File: config.mk
export PLATFORM = sky130hd
export DESIGN_NAME = uop_encode
export DESIGN_NICKNAME = d
export VERILOG_FILES = /design/src/rtl/uop_encode_pkg.sv /design/src/rtl/imm_pack.sv /design/src/rtl/uop_encode.sv
export SDC_FILE = /design/constraint.sdc
export NUM_CORES = 1
export LEC_CHECK = 0
export BUFFER_PORTS_ARGS = -buffer_cell sky130_fd_sc_hd__buf_2
export CAP_MARGIN = 5
export CORE_MARGIN = 5
export CORE_UTILIZATION = 53
export CTS_BUF_LIST = sky130_fd_sc_hd__clkbuf_2 sky130_fd_sc_hd__clkbuf_4 sky130_fd_sc_hd__clkbuf_8
export CTS_CLUSTER_SIZE = 24
export DETAILED_ROUTE_END_ITERATION = 7
export PLACE_DENSITY = 0.86
export SETUP_SLACK_MARGIN = 0.2
export SLEW_MARGIN = 25
export SYNTH_ARGS = -nofsm -noshare
export SYNTH_HDL_FRONTEND = slang
export SYNTH_SLANG_ARGS = --single-unit
File: constraint.sdc
create_clock -name clk -period 5.5 [get_ports clk]
set_input_delay 0.55 -clock clk [delete_from_list [all_inputs] [get_ports clk]]
set_output_delay 0.55 -clock clk [all_outputs]
set_load 0.03 [all_outputs]
File: src/rtl/uop_encode_pkg.sv
// uop_encode_pkg: immediate-type and micro-opcode packages plus the shared rv32i_types
// package (opcodes, uop record, packed-immediate decoder) used by uop_encode.
package immt;
    typedef enum logic [2:0] {i, s, b, u, j} imm_type_t;
endpackage

package uopc;
    typedef enum logic [5:0] {
        lui, auipc, jal, jalr,
        beq, bne, blt, bge, bltu, bgeu,
        lb, lh, lw, lbu, lhu,
        sb, sh, sw,
        addi, slti, sltiu, xori, ori, andi, slli, srli, srai,
        add, sub, sll, slt, sltu, xoro, srl, sra, oro, ando
    } micro_opcode_t;
endpackage

package rv32i_types;
    localparam logic [6:0] op_lui   = 7'b0110111;
    localparam logic [6:0] op_auipc = 7'b0010111;
    localparam logic [6:0] op_jal   = 7'b1101111;
    localparam logic [6:0] op_jalr  = 7'b1100111;
    localparam logic [6:0] op_br    = 7'b1100011;
    localparam logic [6:0] op_load  = 7'b0000011;
    localparam logic [6:0] op_store = 7'b0100011;
    localparam logic [6:0] op_imm   = 7'b0010011;
    localparam logic [6:0] op_reg   = 7'b0110011;

    typedef struct packed {
        uopc::micro_opcode_t uopcode;
        immt::imm_type_t     imm_type;
        logic [19:0]         packed_imm;
        logic [4:0]          rd;
        logic [4:0]          rs1;
        logic [4:0]          rs2;
        logic [31:0]         pc;
        logic                illegal;
    } uop_t;

    // Rebuilds the full 32-bit immediate from the 20-bit packed form.
    function automatic logic [31:0] imm_dec(input logic [19:0] p, input immt::imm_type_t t);
        return t == immt::u ? {p, 12'h000} :
               t == immt::j ? {{12{p[19]}}, p[7:0], p[8], p[18:13], p[12:9], 1'b0} :
               t == immt::b ? {{20{p[19]}}, p[8], p[18:13], p[12:9], 1'b0} :
                              {{21{p[19]}}, p[18:8]};
    endfunction
endpackage

File: src/rtl/imm_pack.sv
// imm_pack: combinational RV32I decode into a micro-opcode, register fields and a
// 20-bit packed immediate; unknown encodings become an illegal addi with zero immediate.
module imm_pack
    import rv32i_types::*;
(
    input  logic [31:0] inst,
    input  logic [31:0] pc,
    output uop_t        uop
);
    logic [2:0]  f3;
    logic [6:0]  f7;
    logic [19:0] i_imm;
    logic        ill;

    assign f3    = inst[14:12];
    assign f7    = inst[31:25];
    assign i_imm = {inst[31:20], 8'h00};

    always_comb begin
        uop      = '0;
        uop.rd   = inst[11:7];
        uop.rs1  = inst[19:15];
        uop.rs2  = inst[24:20];
        uop.pc   = pc;
        uop.imm_type = immt::i;
        ill      = 1'b0;
        case (inst[6:0])
            op_lui: begin
                uop.uopcode    = uopc::lui;
                uop.imm_type   = immt::u;
                uop.packed_imm = inst[31:12];
            end
            op_auipc: begin
                uop.uopcode    = uopc::auipc;
                uop.imm_type   = immt::u;
                uop.packed_imm = inst[31:12];
            end
            // The J-type packed layout lines up bit-for-bit with inst[31:12].
            op_jal: begin
                uop.uopcode    = uopc::jal;
                uop.imm_type   = immt::j;
                uop.packed_imm = inst[31:12];
            end
            op_jalr: begin
                uop.uopcode    = uopc::jalr;
                uop.packed_imm = i_imm;
                ill            = f3 != 3'd0;
            end
            op_br: begin
                case (f3)
                    3'd0:    uop.uopcode = uopc::beq;
                    3'd1:    uop.uopcode = uopc::bne;
                    3'd4:    uop.uopcode = uopc::blt;
                    3'd5:    uop.uopcode = uopc::bge;
                    3'd6:    uop.uopcode = uopc::bltu;
                    default: uop.uopcode = uopc::bgeu;
                endcase
                uop.imm_type   = immt::b;
                uop.packed_imm = {inst[31:25], inst[11:8], inst[7], 8'h00};
                uop.rd         = '0;
                ill            = f3[2:1] == 2'b01;
            end
            op_load: begin
                case (f3)
                    3'd0:    uop.uopcode = uopc::lb;
                    3'd1:    uop.uopcode = uopc::lh;
                    3'd2:    uop.uopcode = uopc::lw;
                    3'd4:    uop.uopcode = uopc::lbu;
                    default: uop.uopcode = uopc::lhu;
                endcase
                uop.packed_imm = i_imm;
                ill            = f3 == 3'd3 || f3[2:1] == 2'b11;
            end
            op_store: begin
                case (f3)
                    3'd0:    uop.uopcode = uopc::sb;
                    3'd1:    uop.uopcode = uopc::sh;
                    default: uop.uopcode = uopc::sw;
                endcase
                uop.imm_type   = immt::s;
                uop.packed_imm = {inst[31:25], inst[11:7], 8'h00};
                uop.rd         = '0;
                ill            = f3[2] || f3 == 3'd3;
            end
            op_imm: begin
                case (f3)
                    3'd0:    uop.uopcode = uopc::addi;
                    3'd1:    uop.uopcode = uopc::slli;
                    3'd2:    uop.uopcode = uopc::slti;
                    3'd3:    uop.uopcode = uopc::sltiu;
                    3'd4:    uop.uopcode = uopc::xori;
                    3'd5:    uop.uopcode = f7[5] ? uopc::srai : uopc::srli;
                    3'd6:    uop.uopcode = uopc::ori;
                    default: uop.uopcode = uopc::andi;
                endcase
                uop.packed_imm = i_imm;
                ill = (f3 == 3'd1 && f7 != 7'h00) || (f3 == 3'd5 && f7 != 7'h00 && f7 != 7'h20);
            end
            op_reg: begin
                case (f3)
                    3'd0:    uop.uopcode = f7[5] ? uopc::sub : uopc::add;
                    3'd1:    uop.uopcode = uopc::sll;
                    3'd2:    uop.uopcode = uopc::slt;
                    3'd3:    uop.uopcode = uopc::sltu;
                    3'd4:    uop.uopcode = uopc::xoro;
                    3'd5:    uop.uopcode = f7[5] ? uopc::sra : uopc::srl;
                    3'd6:    uop.uopcode = uopc::oro;
                    default: uop.uopcode = uopc::ando;
                endcase
                ill = !(f7 == 7'h00 || (f7 == 7'h20 && (f3 == 3'd0 || f3 == 3'd5)));
            end
            default: ill = 1'b1;
        endcase
        if (ill) begin
            uop.uopcode    = uopc::addi;
            uop.imm_type   = immt::i;
            uop.packed_imm = '0;
            uop.illegal    = 1'b1;
        end
    end
endmodule

File: src/rtl/uop_encode.sv
// uop_encode: one-cycle valid/ready stage around imm_pack. Define UOP_ENCODE_SKID_EN
// for a 2-entry (main + skid) output stage with a registered in_ready.
module uop_encode
    import rv32i_types::*;
(
    input  logic                clk,
    input  logic                rst,
    input  logic                in_valid,
    output logic                in_ready,
    input  logic [31:0]         in_inst,
    input  logic [31:0]         in_pc,
    output logic                out_valid,
    input  logic                out_ready,
    output uopc::micro_opcode_t out_uopcode,
    output immt::imm_type_t     out_imm_type,
    output logic [19:0]         out_packed_imm,
    output logic [4:0]          out_rd,
    output logic [4:0]          out_rs1,
    output logic [4:0]          out_rs2,
    output logic [31:0]         out_pc,
    output logic                out_illegal,
    input  logic                flush
);
    uop_t dec;
    uop_t main_q;

    imm_pack u_pack (.inst(in_inst), .pc(in_pc), .uop(dec));

    assign out_uopcode    = main_q.uopcode;
    assign out_imm_type   = main_q.imm_type;
    assign out_packed_imm = main_q.packed_imm;
    assign out_rd         = main_q.rd;
    assign out_rs1        = main_q.rs1;
    assign out_rs2        = main_q.rs2;
    assign out_pc         = main_q.pc;
    assign out_illegal    = main_q.illegal;

`ifdef UOP_ENCODE_SKID_EN
    uop_t skid_q;
    logic skid_valid;

    assign in_ready = !skid_valid;

    // While the main entry is stalled, one more accepted word parks in skid_q;
    // it moves to main the first cycle the consumer frees the main entry.
    always_ff @(posedge clk or posedge rst) begin
        if (rst) begin
            out_valid  <= 1'b0;
            skid_valid <= 1'b0;
            main_q     <= '0;
            skid_q     <= '0;
        end else if (flush) begin
            out_valid  <= 1'b0;
            skid_valid <= 1'b0;
        end else if (!out_valid || out_ready) begin
            out_valid  <= skid_valid || in_valid;
            main_q     <= skid_valid ? skid_q : in_valid ? dec : main_q;
            skid_valid <= 1'b0;
        end else if (in_valid && !skid_valid) begin
            skid_q     <= dec;
            skid_valid <= 1'b1;
        end
    end
`else
    assign in_ready = !out_valid || out_ready;

    always_ff @(posedge clk or posedge rst) begin
        if (rst) begin
            out_valid <= 1'b0;
            main_q    <= '0;
        end else if (flush) begin
            out_valid <= 1'b0;
        end else if (in_ready) begin
            out_valid <= in_valid;
            main_q    <= in_valid ? dec : main_q;
        end
    end
`endif
endmodule

==> results of run 1 <==
[worst max path at each step]
stage	depth (start not counted)	end	slack [ns]
2_1_floorplan	1	out_illegal$_DFFE_PP0P_	2.95
3_3_place_gp	6	out_packed_imm[8]$_DFFE_PP0P_	3.09
3_5_place_dp	6	out_packed_imm[13]$_DFFE_PP0P_	3.01
4_1_cts	5	out_packed_imm[12]$_DFFE_PP0P_	3.22
5_1_grt	5	out_packed_imm[11]$_DFFE_PP0P_	3.13
6_report	5	out_packed_imm[12]$_DFFE_PP0P_	3.21
[layout by cell type (no fill, tap or decap), drive strengths merged, types with 4 or more instances in the layout]
master,instances
nand2,152
a21oi,9
buf,150
nor2b,4
a32o,4
nor2,16
a31oi,6
inv,8
o21ai,19
a22o,23
nor3,8
nand2b,7
clkbuf,10
nand3,5
nand3b,4
dfrtp,78
nand4,5
[cells by family after synthesis]
kind of cell | synth area share, %
AND/OR/NAND/NOR | 27.5
flip-flops | 53.0
AO/OA/AOI/OAI | 15.0
buffers and inverters | 4.49
[Yosys cell counts (2+ instances only)]
library cell  number  share of area [%]
a22o_1            23                5.5
a21oi_1            9                1.2
buf_1              5               0.51
nor3_2             2               0.54
nand4_1            5               0.85
nand3_1            5               0.68
inv_1              7               0.71
o31ai_1            2               0.41
buf_2              6               0.82
a31oi_1            6                1.0
buf_6              3               0.92
nand2b_1           7                1.2
and2b_1            3               0.61
clkbuf_1           9               0.92
o21ai_0           19                2.6
a21o_1             2               0.41
and3b_1            2               0.48
a32o_1             3               0.82
nor2b_1            4               0.68
dfrtp_1           78                 53
nor3_1             5               0.68
o22ai_1            3               0.51
buf_4              3               0.61
nand2_1          152                 15
nand3b_1           4               0.82
o21a_1             2               0.41
nor2_1            15                1.5
[cell type report]
| class | count | area [µm²] |
|---|---|---|
| clock buffer | 10 | 138 |
| clock inverter | 6 | 115 |
| fill | 542 | 2100 |
| inverter | 7 | 27.5 |
| multi-input combinational | 298 | 1580 |
| sequential | 78 | 1950 |
| tap | 96 | 120 |
| timing repair buffer | 150 | 762 |
[report_power, final]
part / switching, mW / internal, mW / leakage, nW
Combinational: 0.233 / 0.0936 / 1.41
Sequential: 0.0267 / 0.626 / 0.999
Clock: 0.212 / 0.317 / 0.124
[stage by stage]
step	util (%)	total power, mW	std cells
2_1_floorplan	-	0.877	409
3_3_place_gp	65.2	0.981	629
3_5_place_dp	65.2	0.991	629
4_1_cts	68.9	1.52	645
5_1_grt	69.0	1.57	645
6_report	69.0	1.51	645
[worst register-to-register path, delay by kind of cell, from the launching register on]
family | cells | cell delay [ns]
simple gates | 4 | 1.61
flops | 1 | 0.39
compound gates | 1 | 0.24
[flip-flops by register name (all words and copies together), names as in the netlist]
register,cells
out_valid,1
out_packed_imm,20
out_rd,5
out_illegal,1
out_uopcode,6
out_imm_type,3
out_rs1,5
out_pc,32
out_rs2,5
[per-layer routing]
layer	track usage [%]	up-vias	part of all wire (%)	wire, µm
li1	-	1659	-	-
met1	30.8	1695	41	4170
met2	40.7	152	51	5200
met3	4.42	14	6.9	702
met4	7.08	0	1.4	141
met5	0	-	0	0
==> impl_metrics.ini, run 1 <==
[status]
outcome = finished, final reports clean

[cts]
max-clock-path-buffers = 2
clk_latency_ns = 0.34
ctsHoldBuffers = 0
htreeDepth = 3
cts_sinks = 78
root_buffer = clkbuf_8
post_cts_buffers = 0
numCtsBuffers = 9
clk_pin_slew_ns = 0.09
cts_resized = 0
cts_tree = done

[floorplan]
fp.coreArea_mm2 = 0.00679
dieArea_mm2 = 0.00871
num_rows = 30
die_y_um = 93.3
io_pins = 148
start_util_pct = 54.2
fp.dieW_um = 93.3

[worst_setup_path]
cp_top_family = simple AND/OR/NAND/NOR gates
crit_slowest_cell = nor3_2
start_kind = flop
worstSetupStartpoint = out_valid$_DFFE_PP0P_
worstPathCellList = nor2b_1 > nor4b_1 > nand4_1 > nor3_2 > a22o_1
crit_buf_inv = 0
max_stage_delay_ns = 0.71
critical_path_arrival_ns = 2.56
cp_data_required_time_ns = 5.77
worst_r2r_path_depth = 5
r2r-end = out_packed_imm[12]$_DFFE_PP0P_
crit_fanout = 12
r2r_slack_ns = 3.21
end_kind = flop
rr_startpoint = out_valid$_DFFE_PP0P_
critPathKind = reg -> reg

[drt]
wl_um = 10200
drtPass1Iterations = 5
avgViaCountPerCell = 5.46
drtAntennaViolNets = 0
vias = 3520
drcViolationCount = 0
routedWlPerCell_um = 15.8
drtIter0Drc = 172

[placement]
place_area_mm2 = 0.00443
dp_slack_ns = 3.01
io_buffers = 147
gp_congestion = 0.986
dp_hpwl_um = 7380

[sta]
worst_slew_pin_slew_ns = 0.745
finalSetupTns_ns = 0
hold_viol_final = 0
holdWs_ns = 0.372
setup_viol = 0
slew_viol_final = 0
fmax_ghz = 0.436
fin_ws_ns = 3.21
grt_setup_unrepaired = false
relSlewSlack_pct = 50.1
clock-skew-final_ns = 0.00934
fin_crit_sh_pct = 41.7
fin_crit_ns = 2.29

[power_and_ir_drop]
max-vdd-ir-drop_v = 0.000146
leakagePower_nw = 2.53
power_density_mw_per_mm2 = 322

[final_layout]
layout-drive-gt1-share_pct = 32.2
layout.nets = 613
synthToLayoutAreaGrowth_pct = 27.4
n_antenna_cell = 0
fin_area_mm2 = 0.00469

[job]
cap_violations = 0

[grt]
grt.total_usage_pct = 23.8
antenna_found_initial = 0
grt-ovfl-total = 0
grt_max_degree = 79
grt_pass1_vias = 3391
grt_pass1_wl_um = 16400

[synth]
ys_warn_count = 0
syn_nets = 478
syn_area_mm2 = 0.00368
synthArstFlopShare_pct = 100
synth_top_flop_cell = dfrtp_1
syn_inst = 409
ys_seq_area_share_pct = 53.0
syn_avg_cell_area_um2 = 9.00
synth-edff-count = 0
yosys_register_bits = 78
ys_types = 52

[min_path]
hp-class = in -> async
Note: power is estimated with default switching activity, not from simulation.
==> run 2, diff against run 1 <==
--- a/config.mk
+++ b/config.mk
@@ -8,11 +8,11 @@
 export BUFFER_PORTS_ARGS = -buffer_cell sky130_fd_sc_hd__buf_2
 export CAP_MARGIN = 5
 export CORE_MARGIN = 5
-export CORE_UTILIZATION = 53
+export CORE_UTILIZATION = 50
 export CTS_BUF_LIST = sky130_fd_sc_hd__clkbuf_2 sky130_fd_sc_hd__clkbuf_4 sky130_fd_sc_hd__clkbuf_8
 export CTS_CLUSTER_SIZE = 24
 export DETAILED_ROUTE_END_ITERATION = 7
-export PLACE_DENSITY = 0.86
+export PLACE_DENSITY = 0.82
 export SETUP_SLACK_MARGIN = 0.2
 export SLEW_MARGIN = 25
 export SYNTH_ARGS = -nofsm -noshare
==> constraint.sdc (replaced) <==
create_clock -name clk -period 2.3 [get_ports clk]
set_input_delay 0.23 -clock clk [delete_from_list [all_inputs] [get_ports clk]]
set_output_delay 0.23 -clock clk [all_outputs]
set_load 0.03 [all_outputs]
==> run 2 against run 1 <==
Compared with the run above: combinational power up 140%; critical path type unchanged; clock-buffer cell count down 1; non-clock buffer count up 6; global-route usage down 1.2 points; worst hold slack worse by 0.37 ns; core utilization down 3.6 points; clock skew down 0.00055 ns; first-iteration DRC count up 35%; clock power up 83%.
==> impl_metrics.ini, run 2 (synthesis gave the netlist of run 1 again) <==
[worst_setup_path]
rr_startpoint = out_valid$_DFFE_PP0P_
end_kind = flop
worstSetupStartpoint = out_valid$_DFFE_PP0P_
cp_data_required_time_ns = 2.59
critPathKind = reg -> reg
start_kind = flop
critical_path_arrival_ns = 2.17
crit_fanout = 12

[cts]
ctsHoldBuffers = 0
clk_pin_slew_ns = 0.09
cts_tree = done
cts_sinks = 78
root_buffer = clkbuf_8
max-clock-path-buffers = 2
numCtsBuffers = 9
htreeDepth = 3
clk_latency_ns = 0.36

[final_layout]
layout.nets = 619
mostFrequentLayoutCell = nand2_1
n_fill_cell = 608
layout-drive-gt1-share_pct = 32.8
synthToLayoutAreaGrowth_pct = 28.3
n_antenna_cell = 0
largest_reg_flops = 32
multiInputGateArea_mm2 = 0.00158
fin_area_mm2 = 0.00472
seq_area_mm2 = 0.00195
final_cell_mix = nand2_1, buf_2, dfrtp_1, a22o_1, o21ai_0

[sta]
fmax_ghz = 0.532
fin_crit_sh_pct = 81.7
finalSetupTns_ns = 0
fin_ws_ns = 0.420
slew_viol_final = 0
grt_setup_unrepaired = false
clock-skew-final_ns = 0.00878
holdWs_ns = 0.00412
hold_viol_final = 0
relSlewSlack_pct = 58.9
setup_viol = 0
fin_crit_ns = 1.88
worst_slew_pin_slew_ns = 0.617

[floorplan]
die_y_um = 95.8
start_util_pct = 51.0
fp.coreArea_mm2 = 0.00721
fp.dieW_um = 95.8
dieArea_mm2 = 0.00918
io_pins = 148
num_rows = 31

[drt]
avgViaCountPerCell = 5.33
drtAntennaViolNets = 0
drtPass1Iterations = 7
routedWlPerCell_um = 15.7
wl_um = 10300
vias = 3488
drtIter0Drc = 233
drcViolationCount = 0

[placement]
gp_congestion = 0.932
io_buffers = 147
dp_slack_ns = 0.0258
dp_hpwl_um = 7610
place_area_mm2 = 0.00449

[power_and_ir_drop]
power_density_mw_per_mm2 = 702
total_power_mw = 3.32
leakagePower_nw = 2.54
max-vdd-ir-drop_v = 0.000307

[status]
outcome = finished, final reports clean

[grt]
grt_pass1_vias = 3197
grt_pass1_wl_um = 16000
grt-ovfl-total = 0
grt.total_usage_pct = 22.6
grt_max_degree = 76
antenna_found_initial = 0

[min_path]
hp-class = in -> async

[job]
cap_violations = 0
run 2: worst paths after layout:
path | endpoint | slack (ns) | depth (start not counted)
max | out_packed_imm[11]$_DFFE_PP0P_ | 0.42 | 6
max reg2reg | out_packed_imm[11]$_DFFE_PP0P_ | 0.42 | 6
min in group clk | out_pc[0]$_DFFE_PP0P_ | 0.06 | 3
max in group asynchronous | out_packed_imm[6]$_DFFE_PP0P_ | 1.91 | 3
min | out_packed_imm[10]$_DFFE_PP0P_ | 0.004 | 3
min reg2reg | out_pc[4]$_DFFE_PP0P_ | 0.48 | 2
run 2: final cells by class:
| cell class | instances | area share (%) |
|---|---|---|
| Clock buffer | 9 | 2.62 |
| Inverter | 7 | 0.636 |
| Clock inverter | 7 | 1.32 |
| Sequential cell | 78 | 41.3 |
| Timing Repair Buffer | 156 | 18.1 |
| Multi-Input combinational cell | 298 | 33.4 |
| Tap cell | 99 | 2.62 |
run 2: critical path: stages, from the launching register on:
cell,delay [ns]
dfrtp_1,0.38
nor2b_1,0.18
nor4b_1,0.37
nand4_1,0.31
nor3_4,0.29
buf_12,0.16
a22o_1,0.12
run 2: metrics by stage:
stage               instances  util (%)
global route              654      65.5
CTS                       652      64.9
floorplan                 409         -
detailed placement        636      62.2
finish                    654      65.5
global placement          636      62.2
run 2: metal layers:
metal / global-route usage (%) / wire (µm)
met5: 0 / 0
met1: 30.2 / 4100
met4: 8.89 / 242
met2: 36.2 / 4940
met3: 4.61 / 978
run 2: timing repair:
item / in CTS / in global routing
gates resized for setup: 1 / 0
endpoints found under the setup margin: 12 / 22
setup buffers: 0 / 2
pin swaps: 1 / 3
run 2: where the power goes:
part           switching, mW  internal (mW)
clock                  0.554          0.414
combinational          0.554          0.234
sequential            0.0623           1.50
total                   1.17           2.15
==> run 3, diff against run 2 <==
--- a/config.mk
+++ b/config.mk
@@ -5,14 +5,15 @@
 export SDC_FILE = /design/constraint.sdc
 export NUM_CORES = 1
 export LEC_CHECK = 0
+export ABC_AREA = 1
 export BUFFER_PORTS_ARGS = -buffer_cell sky130_fd_sc_hd__buf_2
 export CAP_MARGIN = 5
 export CORE_MARGIN = 5
-export CORE_UTILIZATION = 50
+export CORE_UTILIZATION = 45
 export CTS_BUF_LIST = sky130_fd_sc_hd__clkbuf_2 sky130_fd_sc_hd__clkbuf_4 sky130_fd_sc_hd__clkbuf_8
 export CTS_CLUSTER_SIZE = 24
 export DETAILED_ROUTE_END_ITERATION = 7
-export PLACE_DENSITY = 0.82
+export PLACE_DENSITY = 0.78
 export SETUP_SLACK_MARGIN = 0.2
 export SLEW_MARGIN = 25
 export SYNTH_ARGS = -nofsm -noshare
==> constraint.sdc (replaced) <==
create_clock -name clk -period 1.56 [get_ports clk]
set_input_delay 0.156 -clock clk [delete_from_list [all_inputs] [get_ports clk]]
set_output_delay 0.156 -clock clk [all_outputs]
set_load 0.03 [all_outputs]
==> run 3 against run 2 <==
Compared with the run above: clock-buffer cell count unchanged; critical path depth decreased by 2; core utilization increased by 0.34 points; clock power increased by 81%; global-route usage increased by 0.83 points; non-clock buffer count increased by 44; worst hold slack improved by 0.0028 ns.
==> impl_metrics.ini, run 3 <==
[synth]
synth-edff-count = 0
ys_types = 27
syn_nets = 570
syn_area_mm2 = 0.00374
syn_avg_cell_area_um2 = 7.47
synth.top_cell.area_share_pct = 52.1
synthArstFlopShare_pct = 100
synthTopCellsByCount = nand2_1, dfrtp_1, nor2_1
synth_top_flop_cell = dfrtp_1
yosys_register_bits = 78
ys_seq_area_share_pct = 52.1
synth_top_cell_by_area = dfrtp_1
ys_warn_count = 0
synth_area_leaders = dfrtp_1, nand2_1, nor2_1
syn_inst = 501
yosysMostFrequentCell = nand2_1

[floorplan]
start_util_pct = 45.8
io_pins = 148
die_y_um = 101
num_rows = 33
fp.coreArea_mm2 = 0.00818
fp.dieW_um = 101
dieArea_mm2 = 0.0102

[final_layout]
layout.nets = 766
n_fill_cell = 719
mostFrequentLayoutCell = nand2_1
synthToLayoutAreaGrowth_pct = 43.6
largest_reg_flops = 32
n_antenna_cell = 0
fin_area_mm2 = 0.00538
finalNonFillerCells = 807
final_cell_mix = nand2_1, buf_2, dfrtp_1, nor2_1, dlygate4sd3_1
layout-drive-gt1-share_pct = 32.6

[worst_setup_path]
critPathKind = reg -> out
end_kind = output pin
start_kind = flop
worst_r2r_path_depth = 10
critical_path_arrival_ns = 1.17
crit_fanout = 3
cp_data_required_time_ns = 1.40

[sta]
clock-skew-final_ns = 0.0128
fmax_ghz = 0.755
worst_slew_pin_slew_ns = 0.551
hold_viol_final = 0
fin_crit_ns = 1.32
setup_viol = 0
fin_ws_ns = 0.236
slew_viol_final = 0
fin_crit_sh_pct = 84.9
finalSetupTns_ns = 0
grt_setup_unrepaired = true
relSlewSlack_pct = 63.2

[grt]
grt_pass1_wl_um = 19000
grt-ovfl-total = 0
grt_pass1_vias = 3932
antenna_found_initial = 0
grt_max_degree = 69
grt.total_usage_pct = 23.4

[drt]
vias = 3961
routedWlPerCell_um = 14.6
drtIter0Drc = 214
drtAntennaViolNets = 0
drcViolationCount = 0
wl_um = 11800
drtPass1Iterations = 4
avgViaCountPerCell = 4.91

[status]
outcome = finished, final reports clean

[placement]
gp_congestion = 0.977
dp_hpwl_um = 8350
place_inst = 756
dp_slack_ns = 0.0241
io_buffers = 147
place_area_mm2 = 0.00473

[cts]
numCtsBuffers = 9
max-clock-path-buffers = 2
cts_tree = done
clk_latency_ns = 0.36
clk_pin_slew_ns = 0.09
cts_sinks = 78
htreeDepth = 3
root_buffer = clkbuf_8

[min_path]
hp-class = in -> reg
holdPathStages = 3

[job]
cap_violations = 0

[power_and_ir_drop]
max-vdd-ir-drop_v = 0.000505
power_density_mw_per_mm2 = 1000
leakagePower_nw = 3.09
## run 3: logic make-up after synthesis
group / Yosys count / synth area share, %
and+or+nand+nor: 338 / 36.8
DFF: 78 / 52.1
buffers and inverters: 50 / 5.45
AOI/OAI and AO/OA: 35 / 5.65
## run 3: timing repair
item | 4_1_cts | 5_1_grt
pin swaps | 0 | 4
cloned | 1 | 1
endpoints found under the hold margin | 50 | 0
setup endpoints to repair | 37 | 58
setup buffers | 2 | 1
resized for setup | 2 | 24
hold buffers | 30 | 0
## run 3: final timing paths
kind | start | end | slack [ns]
worst max-delay path | out_valid$_DFFE_PP0P_ | in_ready | 0.24
worst min-delay path | in_pc[15] | out_pc[15]$_DFFE_PP0P_ | 0.007
worst max register to register | out_valid$_DFFE_PP0P_ | out_packed_imm[9]$_DFFE_PP0P_ | 0.28
worst min register to register | out_packed_imm[8]$_DFFE_PP0P_ | out_packed_imm[8]$_DFFE_PP0P_ | 0.48
max in group asynchronous | rst | out_valid$_DFFE_PP0P_ | 0.60
min in group asynchronous | rst | out_pc[7]$_DFFE_PP0P_ | 0.43
## run 3: per-layer routing
| layer | global-route usage, % | part of all wire (%) | routed length, µm | vias to the layer above |
|---|---|---|---|---|
| met3 | 3.51 | 6.7 | 789 | 35 |
| met5 | 0 | 0 | 0 | - |
| met1 | 32.1 | 43 | 5080 | 1824 |
| li1 | - | - | - | 1938 |
| met4 | 10.4 | 3.6 | 421 | 0 |
| met2 | 37.0 | 47 | 5500 | 164 |
## run 3: metrics by stage
step	hold slack (ns)	util, %	power (mW)
3_3_place_gp	0.240	57.9	3.55
2_1_floorplan	0.215	-	3.12
5_1_grt	0.0212	65.8	5.62
4_1_cts	0.00140	64.7	5.39
6_report	0.00696	65.8	5.38
3_5_place_dp	0.240	57.9	3.58
## run 3: critical path: stages (launching register included)
cell	delay (ns)
dfrtp_2	0.41
inv_2	0.05
nor2_2	0.03
inv_2	0.11
buf_2	0.22
## run 3: power breakdown
group          switching, mW  total [mW]  leakage (nW)  internal, mW
Combinational          0.893        1.31          1.97         0.420
Clock                  0.820        1.75         0.117         0.927
Sequential             0.105        2.32          1.01          2.22
Total                   1.82        5.38          3.09          3.57
## run 3: cell type report
| cell class | instances | area (µm²) | share of cell area, % |
|---|---|---|---|
| clock inverters | 7 | 103 | 1.91 |
| well taps | 105 | 131 | 2.44 |
| repair buffers | 200 | 1260 | 23.4 |
| multi-input cells | 373 | 1660 | 30.8 |
| repair inverters | 1 | 8.76 | 0.163 |
| inverters | 34 | 141 | 2.63 |
| flip-flops and latches | 78 | 1950 | 36.3 |
| clock buffers | 9 | 124 | 2.30 |
